===== src/rtl/e203_itcm_icb_slave.sv =====
// ICB responder in front of a 1-cycle-latency single-port ITCM SRAM: response valid the cycle after accept,
// one command per cycle; while a response is stalled cmd_ready drops so the SRAM output is never disturbed.
module e203_itcm_icb_slave #(
   parameter int unsigned AW    = 16,
   parameter int unsigned DW    = 64,
   parameter int unsigned DEPTH = 8192
) (
   input  logic                      clk,
   input  logic                      rst_n,
   input  logic                      icb_cmd_valid,
   output logic                      icb_cmd_ready,
   input  logic [AW-1:0]             icb_cmd_addr,
   input  logic                      icb_cmd_read,
   input  logic [DW-1:0]             icb_cmd_wdata,
   input  logic [DW/8-1:0]           icb_cmd_wmask,
   output logic                      icb_rsp_valid,
   input  logic                      icb_rsp_ready,
   output logic                      icb_rsp_err,
   output logic [DW-1:0]             icb_rsp_rdata,
   output logic                      holdup,
   output logic                      ram_cs,
   output logic                      ram_we,
   output logic [AW-$clog2(DW/8)-1:0] ram_addr,
   output logic [DW/8-1:0]           ram_wem,
   output logic [DW-1:0]             ram_din,
   input  logic [DW-1:0]             ram_dout
);

   localparam int unsigned OB = $clog2(DW/8);
   localparam int unsigned WW = AW - OB;
   localparam logic [WW:0] DEPTH_L = DEPTH[WW:0];

   logic [WW-1:0] word;
   logic          in_range;
   logic          acc;
   logic          rsp_hsk;
   logic          unused_addr_lsb;

   logic pend_q, pend_d;
   logic pend_err_q, pend_err_d;
   logic pend_rd_q, pend_rd_d;
   logic holdup_q, holdup_d;

   assign word            = icb_cmd_addr[AW-1:OB];
   assign unused_addr_lsb = ^icb_cmd_addr[OB-1:0];
   // Extra MSB so a DEPTH equal to 2^WW still compares correctly.
   assign in_range        = ({1'b0, word} < DEPTH_L);

   assign icb_cmd_ready = rst_n & (~pend_q | icb_rsp_ready);
   assign acc           = icb_cmd_valid & icb_cmd_ready;
   assign rsp_hsk       = pend_q & icb_rsp_ready;

   assign ram_cs   = acc & in_range;
   assign ram_we   = ~icb_cmd_read;
   assign ram_addr = word;
   assign ram_wem  = icb_cmd_wmask;
   assign ram_din  = icb_cmd_wdata;

   always_comb begin
      pend_d     = pend_q;
      pend_err_d = pend_err_q;
      pend_rd_d  = pend_rd_q;
      holdup_d   = holdup_q;
      if (acc) begin
         pend_d     = 1'b1;
         pend_err_d = ~in_range;
         pend_rd_d  = icb_cmd_read & in_range;
      end else if (rsp_hsk) begin
         pend_d = 1'b0;
      end
      // Only a real SRAM access changes what dout holds; errors never touch it.
      if (ram_cs) begin
         holdup_d = ~ram_we;
      end
   end

   always_ff @(posedge clk) begin
      if (!rst_n) begin
         pend_q     <= 1'b0;
         pend_err_q <= 1'b0;
         pend_rd_q  <= 1'b0;
         holdup_q   <= 1'b0;
      end else begin
         pend_q     <= pend_d;
         pend_err_q <= pend_err_d;
         pend_rd_q  <= pend_rd_d;
         holdup_q   <= holdup_d;
      end
   end

   assign icb_rsp_valid = pend_q;
   assign icb_rsp_err   = pend_err_q;
   assign icb_rsp_rdata = pend_rd_q ? ram_dout : '0;
   assign holdup        = holdup_q;

endmodule


===== config.mk =====
export PLATFORM = sky130hd
export DESIGN_NAME = e203_itcm_icb_slave
export DESIGN_NICKNAME = d
export VERILOG_FILES = /design/src/rtl/e203_itcm_icb_slave.sv
export SDC_FILE = /design/constraint.sdc
export NUM_CORES = 1
export LEC_CHECK = 0
export BUFFER_PORTS_ARGS = -buffer_cell sky130_fd_sc_hd__buf_2
export CAP_MARGIN = 15
export CELL_PAD_IN_SITES_DETAIL_PLACEMENT = 0
export CELL_PAD_IN_SITES_GLOBAL_PLACEMENT = 1
export CORE_AREA = 2 2 122 124
export CTS_BUF_LIST = sky130_fd_sc_hd__clkbuf_8 sky130_fd_sc_hd__clkbuf_16
export DETAILED_ROUTE_END_ITERATION = 12
export DIE_AREA = 0 0 124 126
export PLACE_DENSITY = 0.75
export SYNTH_ARGS = -nofsm -noshare
export SYNTH_HDL_FRONTEND = slang
export SYNTH_SLANG_ARGS = --single-unit

===== constraint.sdc =====
create_clock -name clk -period 1.07 [get_ports clk]
set_input_delay 0.214 -clock clk [delete_from_list [all_inputs] [get_ports clk]]
set_output_delay 0.214 -clock clk [all_outputs]
set_load 0.02 [all_outputs]

==> reports/metrics.cfg <==
[outcome]
outcome = complete, but fails checks
violations = setup timing

[clock_network]
clkTransAtPathRegs_ns = 0.03
cts-root-buf = clkbuf_16
clock_sinks = 2
cts_tree = yes
cts_buffers = 3
worstSkewPairLatency_ns = 0.22
cts_hold_buf = 0
cts_max_level = 1
clk_path_buf_depth = 2

[logic_synthesis]
synth_top_cell_area_share_pct = 52.9
synth-seq-cells = 2
synth_nets = 326
yosys-top-cells-count = buf_4, and2_1, buf_6, dfxtp_1, inv_1
async_reset_ff_share_pct = 0
yosysWarnings = 0
yosysMostFrequentCell = buf_4
synthMuxAreaShare_pct = 0
ys.flop_type = dfxtp_1
netlist_instances = 169
synth-simple-area-share_pct = 34.8
synth_top_family_by_area = buffers and inverters
yosysSeqAreaShare_pct = 3.28
synth_edf_count = 0
synth_adder_area_share_pct = 0
ys_types = 13
synth_compound_area_share_pct = 2.15
syn_avg_cell_area_um2 = 7.23
synth_top_area_cell = buf_4
synth_xor_area_share_pct = 0
syn_area_um2 = 1220
netlist_top_cells_area = buf_4, and2_1, buf_6

[timing]
tns_ns = -12.64
timing.final.crit_period_ns = 1.28
setup_viol = 67
hold_viol_final = 0
holdWs_ns = 0.260
worst_slack_ns = -0.210
rsz0062_at_grt = true
fin_skew_ns = 0.00126
finalCritPeriodShare_pct = 120
slew_viol_final = 0
fmax_ghz = 0.781

[min_path]
min_path_type = input port to register

[final_layout]
synthToLayoutAreaGrowth_pct = 70.9
fill_cells = 1604
fin_area_um2 = 2090
layout.nets = 381
drive_above_1_share_pct = 91.9

[power_and_ir_drop]
power.density_nw_per_um2 = 642
irDropWorstVdd_mv = 0.225
leakage_uw = 0.00106

[global_routing]
antenna_found_initial = 1
grt-ovfl-total = 0
grt_max_degree = 24
grt_pass1_vias = 1111
grt_usage_pct = 6.06
grt_pass1_wl_um = 6670

[route]
num_vias = 1132
avgRoutedWirePerCell_um = 12.6
routed_via_density = 2.78
drtAntennaViolNets = 0
first_pass_iters = 2
wirelength_um = 5140
drc = 0
drt_iter0_markers = 3

[critical_path]
worstPathMaxFanout = 23
crit_path_cell_trace = buf_16, and2_2, buf_4
worstSetupPathType = register to primary output
crit_required_ns = 0.86
cp-start-kind = register
crit_path_end_kind = primary output
cpMaxStageDelayCell = dfxtp_4
worstPathArrival_ns = 1.07
slowest_delay_ns = 0.37

[floorplanning]
rows = 44
ios = 312
die_w_um = 124
die_area_um2 = 15600
start_util_pct = 8.53
core_area_um2 = 14300
fp.dieH_um = 126

[placed_design]
place_ws_ns = -0.0309
postPlaceCellArea_um2 = 1530
place.gp.congestion = 0.620
port_buffers = 137

[flow_run]
drv_cap = 0

## layer usage
layer / wire [um] / track usage (%) / vias up
li1: - / - / 525
met1: 1570 / 5.30 / 490
met2: 2640 / 10.7 / 95
met3: 754 / 3.35 / 22
met4: 178 / 3.50 / 0
met5: 0 / 0 / -
## power by group
group	switching (uW)	internal [uW]
clock	87.2	476
sequential	9.82	80.0
combinational	307	381
## worst max-delay path, delay by kind of cell (launching register included)
kind                   cells  cell delay, ns
buffers and inverters      2            0.31
flip-flops                 1            0.37
AND/OR/NAND/NOR            1            0.16
## area by class of cell
class                   instances  area (um^2)  area share (%)
diodes                          1         2.50           0.120
clock buffers                   3         75.1            3.60
inverters                       2         7.51           0.360
multi-input cells              72          547            26.2
flip-flops and latches          2         45.0            2.16
well taps                     184          230            11.0
repair buffers                143         1180            56.5
## registers in the layout (all words and copies together) (netlist names)
name / cells
holdup: 1
icb_rsp_valid: 1
## worst paths after layout
kind / slack, ns / from / depth (start not counted) / endpoint
hold / removal: 0.26 / icb_cmd_read / 2 / holdup
hold reg to reg: 0.73 / icb_rsp_valid / 4 / icb_rsp_valid
setup reg to reg: 0.07 / icb_rsp_valid / 4 / holdup
setup / recovery: -0.21 / holdup / 3 / icb_rsp_rdata[55]
## cells in the final DEF (no fill, tap or decap), types with 2 or more instances in the layout
cell type	synthesis	layout
buf_4	86	7
and2_2	0	41
and2_1	65	13
buf_2	1	70
inv_1	2	2
and2_4	0	11
buf_6	6	63
clkbuf_16	0	3
buf_12	0	2
## timing repair
| item | 4_1_cts | 5_1_grt |
|---|---|---|
| pin swaps | 2 | 0 |
| setup endpoints to repair | 67 | 68 |
| gates cloned | 1 | 0 |
| gates resized for setup | 125 | 21 |
| buffers inserted | 1 | 1 |
## cells by family (layout without fill, tap and decap cells)
logic type	after synthesis	count (layout)
other	1	2
buffers and inverters	95	148
AO/OA/AOI/OAI	3	3
AND/OR/NAND/NOR	68	68
flip-flops	2	2
## through the flow
| step | total power (uW) | util (%) | cells |
|---|---|---|---|
| after floorplan | 833 | - | 169 |
| after global placement | 603 | 10.7 | 400 |
| after detailed placement | 608 | 10.7 | 400 |
| after CTS | 1330 | 14.0 | 405 |
| after global routing | 1410 | 14.6 | 406 |
| final | 1340 | 14.6 | 407 |
Note: power is estimated with default switching activity, not from simulation.
